## config.mk

```make
export PLATFORM = sky130hd
export DESIGN_NAME = kbd_event_fifo
export DESIGN_NICKNAME = d
export VERILOG_FILES = /design/src/rtl/kbd_pkg.sv /design/src/rtl/kbd_sync_fifo.sv /design/src/rtl/kbd_event_fifo.sv
export SDC_FILE = /design/constraint.sdc
export NUM_CORES = 1
export LEC_CHECK = 0
export BUFFER_PORTS_ARGS = -buffer_cell sky130_fd_sc_hd__buf_2
export CAP_MARGIN = 20
export CORE_MARGIN = 4
export CORE_UTILIZATION = 40
export CTS_CLUSTER_DIAMETER = 50
export DETAILED_ROUTE_END_ITERATION = 7
export SYNTH_ARGS = -nofsm -noshare
export SYNTH_HDL_FRONTEND = slang
export SYNTH_SLANG_ARGS = --single-unit
```

## constraint.sdc

```tcl
create_clock -name clock -period 4.1 [get_ports clock]
set_input_delay 0.615 -clock clock [delete_from_list [all_inputs] [get_ports clock]]
set_output_delay 0.615 -clock clock [all_outputs]
set_load 0.01 [all_outputs]
```

## src/rtl/kbd_pkg.sv

```systemverilog
// Keypad event buffer: register offsets and bit positions
// shared by the FIFO top level and the bench.
package kbd_pkg;

    localparam logic [2:0] KBD_DATA = 3'b000;
    localparam logic [2:0] KBD_STAT = 3'b010;
    localparam logic [2:0] KBD_CTRL = 3'b100;

    localparam int STAT_IE   = 7;
    localparam int STAT_OVF  = 6;
    localparam int STAT_FULL = 5;
    localparam int STAT_NE   = 4;

    localparam int CTRL_FLUSH   = 0;
    localparam int CTRL_IE      = 1;
    localparam int CTRL_OVF_CLR = 2;

endpackage

```

## src/rtl/kbd_sync_fifo.sv

```systemverilog
// Small synchronous FIFO; push/pop arrive already qualified
// by the caller, flush has priority over both.
module kbd_sync_fifo #(
    parameter int DEPTH = 8,
    parameter int WIDTH = 4,
    localparam int PW = $clog2(DEPTH),
    localparam int CW = PW + 1
) (
    input  logic             clock,
    input  logic             reset,
    input  logic             push,
    input  logic             pop,
    input  logic             flush,
    input  logic [WIDTH-1:0] data,
    output logic             full,
    output logic             empty,
    output logic [CW-1:0]    count,
    output logic [WIDTH-1:0] head
);

    logic [WIDTH-1:0] mem [DEPTH];
    logic [PW-1:0]    wr_ptr;
    logic [PW-1:0]    rd_ptr;

    assign full  = (count == CW'(DEPTH));
    assign empty = (count == '0);
    assign head  = mem[rd_ptr];

    always_ff @(posedge clock or posedge reset) begin
        if (reset) begin
            wr_ptr <= '0;
            rd_ptr <= '0;
            count  <= '0;
        end else if (flush) begin
            wr_ptr <= '0;
            rd_ptr <= '0;
            count  <= '0;
        end else begin
            if (push)
                wr_ptr <= wr_ptr + PW'(1);
            if (pop)
                rd_ptr <= rd_ptr + PW'(1);
            count <= count + CW'(push) - CW'(pop);
        end
    end

    always_ff @(posedge clock) begin
        if (push && !flush)
            mem[wr_ptr] <= data;
    end

endmodule

```

## src/rtl/kbd_event_fifo.sv

```systemverilog
// Keypad event buffer: queues one code per key press and
// exposes data/status/control registers plus an interrupt.
module kbd_event_fifo #(
    parameter int DEPTH  = 8,
    parameter int PTR_W  = 3,
    parameter int CODE_W = 4
) (
    input  logic              clock,
    input  logic              reset,
    input  logic              key_down,
    input  logic [CODE_W-1:0] key_code,
    input  logic              read_enable,
    input  logic              write_enable,
    input  logic [2:0]        address,
    input  logic [15:0]       write_data,
    output logic [15:0]       read_data_output,
    output logic              interrupt
);
    import kbd_pkg::*;

    localparam int CW = PTR_W + 1;

    logic              key_down_q;
    logic              rd_q;
    logic              ovf;
    logic              ie;
    logic [CODE_W-1:0] data_q;

    logic              full;
    logic              empty;
    logic [CW-1:0]     count;
    logic [CW-1:0]     count_next;
    logic [CODE_W-1:0] head;

    logic is_data;
    logic is_stat;
    logic is_ctrl;
    logic key_edge;
    logic pop_ok;
    logic push_ok;
    logic flush;
    logic ctrl_wr;
    logic ovf_event;
    logic unused_wdata;

    assign is_data = read_enable & (address == KBD_DATA);
    assign is_stat = read_enable & (address == KBD_STAT);
    assign is_ctrl = read_enable & (address == KBD_CTRL);

    assign key_edge  = key_down & ~key_down_q;
    assign pop_ok    = is_data & ~rd_q & ~empty;
    assign push_ok   = key_edge & (~full | pop_ok);
    assign ovf_event = key_edge & full & ~pop_ok;

    assign ctrl_wr = write_enable & (address == KBD_CTRL);
    assign flush   = ctrl_wr & write_data[CTRL_FLUSH];

    assign unused_wdata = ^write_data[15:3];

    assign count_next = flush ? '0
                      : count + CW'(push_ok) - CW'(pop_ok);

    kbd_sync_fifo #(
        .DEPTH (DEPTH),
        .WIDTH (CODE_W)
    ) u_fifo (
        .clock (clock),
        .reset (reset),
        .push  (push_ok),
        .pop   (pop_ok),
        .flush (flush),
        .data  (key_code),
        .full  (full),
        .empty (empty),
        .count (count),
        .head  (head)
    );

    always_ff @(posedge clock or posedge reset) begin
        if (reset) begin
            key_down_q <= 1'b0;
            rd_q       <= 1'b0;
            ovf        <= 1'b0;
            ie         <= 1'b1;
            interrupt  <= 1'b0;
            data_q     <= '0;
        end else begin
            key_down_q <= key_down;
            rd_q       <= is_data;
            interrupt  <= ie & (count_next != '0);
            // hold the first-cycle value for the rest of a long read
            if (is_data && !rd_q)
                data_q <= empty ? '0 : head;
            if (ctrl_wr)
                ie <= write_data[CTRL_IE];
            if (ovf_event)
                ovf <= 1'b1;
            else if (ctrl_wr && write_data[CTRL_OVF_CLR])
                ovf <= 1'b0;
        end
    end

    always_comb begin
        read_data_output = 16'h0000;
        unique case (1'b1)
            is_data: begin
                if (rd_q)
                    read_data_output = 16'(data_q);
                else if (!empty)
                    read_data_output = 16'(head);
            end
            is_stat: begin
                read_data_output[STAT_IE]   = ie;
                read_data_output[STAT_OVF]  = ovf;
                read_data_output[STAT_FULL] = full;
                read_data_output[STAT_NE]   = ~empty;
                read_data_output[3:0]       = 4'(count);
            end
            is_ctrl: read_data_output[0] = ie;
            default: ;
        endcase
    end

endmodule

```

==> reports/metrics.yaml, run 1 <==
status: "finished, final reports clean"
hold_violations: 0
pwr-share-seq_pct: 51.1
stdcell_area_sq_um: 2694
cts.repair.resized: 0
clk_pin_slew_worst_paths_ns: 0.10
power_frac_clock_pct: 19.8
drv_cap: 0
rr_startpoint: "u_fifo.count[2]$_DFF_PP0_"
max_slew_margin_pct: 48.71
route.detailed.wl_per_inst_um: 15.70
cp-end-kind: "output port"
grt.overflow.total: 0
pwr-share-comb_pct: 29.2
synthTopCellsByArea: "edfxtp_1, dfrtp_1, mux4_2"
die_w_um: 86.40
nets: 241
fmax_mhz: 324.0
ant_nets: 0
grt_pass1_vias: 1469
cp_slowest_cell: "dfrtp_1"
swShare_pct: 35.09
ys_types: 51
cts_sinks: 51
wl_mm: 4.411
drv_slew: 0
cts_hold_buf: 0
clk_path_buf_depth: 2
grt_max_degree: 20
grt_use_total_pct: 13.28
setup_viol: 0
fill_cells: 558
startpoint: "u_fifo.rd_ptr[0]$_DFFE_PP0P_"
netlist_area_sq_um: 2459
first_pass_iters: 4
crit_path_start_kind: "flip-flop"
p_sw_uw: 541.9
synth_flop_cell: "edfxtp_1"
dieArea_sq_um: 7465
synth_top_area_share_pct: 39.08
cp_num_buf_inv: 1
cp_cell_sequence: "mux4_2 -> mux2i_1 -> nor2_1 -> a221o_1 -> buf_2"
fin_crit_sh_pct: 75.29
layout-drive-gt1-share_pct: 24.76
cp.required_ns: 3.48
crit_family: "flip-flops"
tns_ns: 0
rsz0062_at_grt: "no"
p_int_mw: 1.002
dp_hpwl_mm: 3.330
row_count: 28
cts-buffers-inserted: 5
yosysWarnings: 0
clock-skew-final_ns: 0.01288
io_buffers: 23
synthArstFlopShare_pct: 37.25
synth_largest_area_cell: "edfxtp_1"
antenna_found_initial: 0
yosysSeqAreaShare_pct: 58.47
coreArea_sq_um: 5956
htreeDepth: 2
power_density_nw_per_um2: 573.2
drt-initial-drc-count: 33
placed_area_sq_um: 2599
antennaDiodeCount: 0
avgSynthCellArea_sq_um: 13.58
syn_to_final_growth_pct: 9.567
synth_edf_count: 32
drc_errors: 0
clock_latency_ns: 0.31
start_util_pct: 41.28
io_pins: 45
vias: 1440
cp_max_fo: 16
critPathMaxStageDelay_ns: 0.83
postCtsSetupBuffers: 0
die_h_um: 86.40
leakagePower_nw: 1.071
grt_pass1_wl_mm: 7.603
cts_root_buffer: "clkbuf_8"
place_congestion: 0.7377
cp.arrival_ns: 2.47
ys_ff_latch: 51
avgViaCountPerCell: 5.125
hold_path.class: "input pin to async pin"
fin_crit_ns: 3.087
vdd_drop_max_uv: 185.2
cts_tree: "built"
tightestPinTransition_ns: 0.7677
synth_cells: 181
critPathKind: "flip-flop to output port"
-- power by group through the flow --
stage	registers, mW	logic (mW)	clock network [mW]
floorplan	0.727	0.416	0
global placement	0.799	0.442	0
detailed placement	0.802	0.452	0
CTS	0.791	0.457	0.317
global route	0.808	0.520	0.335
finish	0.788	0.451	0.305
-- layout by cell type, fill, tap and decap left out, types with 2 or more instances in the layout --
cell       instances
a2111oi_1          2
a211oi_1           3
a21o_1             3
a21o_2             2
a21oi_1            3
a221o_1            4
a31oi_1            2
and2_1             5
and2b_1            2
buf_2             23
clkbuf_8           5
conb_1             8
dfrtp_1           18
edfxtp_1          32
ha_1               7
inv_1              8
inv_6              2
mux2i_1            5
mux4_2             5
nand2_1           11
nand2b_1           3
nor2_1            15
nor2b_1            5
nor3_1             2
nor3_2             2
o21ai_0            2
xnor2_1            3
-- cell usage after synthesis (all sizes together), types with 4 or more instances --
cell     n
nor2b    5
mux4     5
edfxtp  32
nand2   11
and2     6
nor2    16
mux2i    5
buf     12
nor3     4
inv      8
ha       7
dfrtp   18
a221o    4
a21o     5
-- final cells by class --
class	instances	area (sq um)	area share [%]
Clock buffer	5	68.82	2.555
Timing Repair Buffer	23	115.1	4.273
Multi-Input combinational cell	116	922.1	34.23
Clock inverter	3	26.28	0.9754
Inverter	8	30.03	1.115
Tap cell	75	93.84	3.484
Sequential cell	51	1438	53.37
-- logic make-up after synthesis --
family	synth area share (%)
DFF	58.47
AOI/OAI and AO/OA	10.03
muxes	7.074
buffers and inverters	5.089
adders and majority gates	4.376
other	0.1525
and+or+nand+nor	13.39
xor gates and xnor gates	1.425
-- through the flow --
stage          power [mW]  utilization [%]  worst slack (ns)  std cells  hold WS (ns)
2_1_floorplan       1.143                -             1.701        188        0.4499
3_3_place_gp        1.241            43.63             1.278        273        0.4607
3_5_place_dp        1.254            43.63             1.287        273        0.4713
4_1_cts             1.564            45.23            0.9314        281        0.4215
5_1_grt             1.662            45.23            0.8146        281        0.4315
6_report            1.544            45.23             1.013        281        0.4309
-- final timing paths --
kind	endpoint	slack, ns	depth (start not counted)
max	read_data_output[0]	1.01	5
min	key_down_q$_DFF_PP0_	0.43	2
max reg2reg	interrupt$_DFF_PP0_	1.44	9
min reg2reg	data_q[2]$_DFFE_PP0N_	0.49	1
max in group asynchronous	data_q[1]$_DFFE_PP0N_	3.19	2
min in group clock	key_down_q$_DFF_PP0_	0.43	1
-- flip-flops by register name (all words and copies together), names as in the netlist --
signal	cells
interrupt	1
data_q	4
ie	1
u_fifo.count	4
rd_q	1
u_fifo.mem	32
ovf	1
u_fifo.wr_ptr	3
key_down_q	1
u_fifo.rd_ptr	3
-- routing by layer --
metal	GRT usage [%]	vias to the layer above	share of wire, %
met5	0	-	0
met4	3.824	0	0.57
met3	3.232	2	4.4
met2	20.24	24	48
met1	18.92	717	47
li1	-	697	-
No activity file was read; power rests on OpenSTA's default activity.
==> run 2: changes to the inputs <==
Settings changed: ABC_AREA set to 1.
Clock period 4.1 ns to 2.47 ns, I/O delays scaled along.
==> run 2 against run 1 <==
Net effect: design area increased by 6.8%; worst hold slack got worse by 0.25 ns; cell count increased by 32%; critical endpoint is now interrupt$_DFF_PP0_; sequential share of layout area decreased by 3.4 points; highest routed layer unchanged; flip-flop and latch count unchanged; largest cell class unchanged; die area increased by 4.0%.
==> reports/metrics.yaml, run 2 <==
drt-initial-drc-count: 80
leakagePower_nw: 1.276
synth_flop_cell: "edfxtp_1"
ys_ff_latch: 51
status: "finished, final reports clean"
whs_ns: 0.1827
layout-drive-gt1-share_pct: 22.64
post-route-util_pct: 47.48
cp_max_fo: 4
timing.reg2reg.setup_slack_ns: 0.23
drv_slew: 0
regMostFlops: "u_fifo.mem"
synth_cells: 263
tightestPinTransition_ns: 0.7466
cp_cell_sequence: "inv_1 -> ha_1 -> nand3_2 -> nand3_4 -> inv_2 -> nand2_1 -> nand2_1 -> ha_1 -> fa_2 -> nor2_1 -> nor2_1 -> o21ai_1 -> nand2_1 -> nor2_1 -> nor2_1"
power_mw: 2.693
max_slew_margin_pct: 50.17
drv_cap: 0
antennaDiodeCount: 0
setup_ws_ns: 0.2335
grt_use_total_pct: 14.11
power_density_nw_per_um2: 935.7
fill_cells: 594
fin_crit_ns: 2.236
cp_common_cell: "nor2_1"
yosysSeqAreaShare_pct: 56.02
clock-skew-final_ns: 0.004026
netlist_area_sq_um: 2566
clock_latency_ns: 0.30
setup_viol: 0
grt_pass1_wl_mm: 8.266
synth_top_area_share_pct: 37.45
wl_mm: 5.100
synth_edf_count: 32
vdd_drop_max_uv: 435.6
final_cells: 371
ant_nets: 0
ys_types: 29
avgViaCountPerCell: 4.836
place_congestion: 0.7787
hold_violations: 0
drc_errors: 0
cts_hold_buf: 0
dieArea_sq_um: 7761
layout_common_cells: "nor2_1, nand2_1, edfxtp_1"
start_util_pct: 42.34
die_h_um: 88.10
clk_pin_slew_worst_paths_ns: 0.09
row_count: 28
yosysWarnings: 0
crit_path_start_kind: "flip-flop"
dp_hpwl_mm: 3.693
cts_sinks: 51
nets: 331
cp-end-kind: "flip-flop"
stdcell_area_sq_um: 2878
tns_ns: 0
fin_crit_sh_pct: 90.55
grt_max_degree: 20
htreeDepth: 2
synth_commonest_cells: "nor2_1, nand2_1, edfxtp_1"
antenna_found_initial: 0
cp_slowest_cell: "dfrtp_1"
avgSynthCellArea_sq_um: 9.757
cts_tree: "built"
syn_to_final_growth_pct: 12.14
cts-buffers-inserted: 5
cp.required_ns: 2.67
coreArea_sq_um: 6061
rr_startpoint: "u_fifo.count[3]$_DFF_PP0_"
synth_largest_area_cell: "edfxtp_1"
route.detailed.wl_per_inst_um: 13.75
grt.overflow.total: 0
critPathMaxStageDelay_ns: 0.39
io_pins: 45
reg.largest.list: "u_fifo.mem x32, data_q x4, u_fifo.count x4"
cp.arrival_ns: 2.44
place_inst: 361
critPathKind: "flip-flop to flip-flop"
vias: 1794
pre_cts_ws_ns: 0.09879
placed_area_sq_um: 2760
first_pass_iters: 4
fmax_mhz: 447.1
synthTopCellsByArea: "edfxtp_1, dfrtp_1, nor2_1"
ff2ff_path_depth: 15
largest_reg_flops: 32
reg2reg_to: "interrupt$_DFF_PP0_"
final_common_cell: "nor2_1"
yosysMostFrequentCell: "nor2_1"
grt_pass1_vias: 1649
cts_root_buffer: "clkbuf_8"
io_buffers: 23
synthArstFlopShare_pct: 37.25
hold_path.class: "input pin to async pin"
clk_path_buf_depth: 2
rsz0062_at_grt: "no"
die_w_um: 88.10
[run 2: changes by cell type after synthesis, moves of 8 or more]
cell,before,now
inv_1,8,25
nand2_1,11,33
nand3_1,0,28
nor2_1,15,42
nor2_2,1,9
o21ai_0,2,20
[run 2: critical path, delay by kind of cell (launching register included)]
kind            cells  cell delay (ns)
fa+ha+maj           3             0.77
simple gates        9             0.73
flops               1             0.39
buf+inv             2             0.14
compound gates      1             0.12
[run 2: what timing repair did]
item | 4_1_cts | 5_1_grt
endpoints found under the setup margin | 0 | 1
endpoints found under the hold margin | 0 | 0
buffers inserted | 0 | 2
gates resized for setup | 0 | 5
[run 2: report_power, final]
part	internal [mW]	switching, mW	total [mW]
clock	0.204	0.279	0.483
combinational	0.382	0.601	0.983
sequential	1.08	0.149	1.23
[run 2: logic make-up (layout without fill, tap and decap cells)]
family          count (synthesis)  in the layout  synth area share, %
compound gates                 30             30                5.900
xor+xnor                        2              2               0.6827
fa+ha+maj                       8              8                4.193
buf+inv                        43             69                7.898
flops                          51             51                56.02
other cells                     1              8               0.1461
simple gates                  128            128                25.16
[run 2: how the worst max path moves through the flow]
stage                              start                   to  slack (ns)  depth (start not counted)
6_report       u_fifo.count[3]$_DFF_PP0_  interrupt$_DFF_PP0_        0.23                         15
5_1_grt        u_fifo.count[2]$_DFF_PP0_  interrupt$_DFF_PP0_      0.0009                         15
4_1_cts        u_fifo.count[2]$_DFF_PP0_  interrupt$_DFF_PP0_        0.05                         15
3_5_place_dp   u_fifo.count[2]$_DFF_PP0_  interrupt$_DFF_PP0_         0.1                         15
3_3_place_gp   u_fifo.count[2]$_DFF_PP0_  interrupt$_DFF_PP0_        0.13                         15
2_1_floorplan  u_fifo.count[2]$_DFF_PP0_  interrupt$_DFF_PP0_        0.21                         15
[run 2: metal layers]
layer  vias up  wire, um  global-route usage (%)
li1        918         -                       -
met1       847      2565                   20.77
met2        23      2300                   21.03
met3         6       169                   2.728
met4         0        64                   4.533
met5         -         0                       0
[run 2: layout make-up]
type | instances | area (sq um) | area share, %
tap | 75 | 93.84 | 3.261
clock inverter | 2 | 16.27 | 0.5652
inverter | 29 | 108.9 | 3.783
multi-input combinational | 176 | 965.9 | 33.57
clock buffer | 6 | 72.57 | 2.522
timing repair buffer | 32 | 182.7 | 6.348
sequential | 51 | 1438 | 49.96
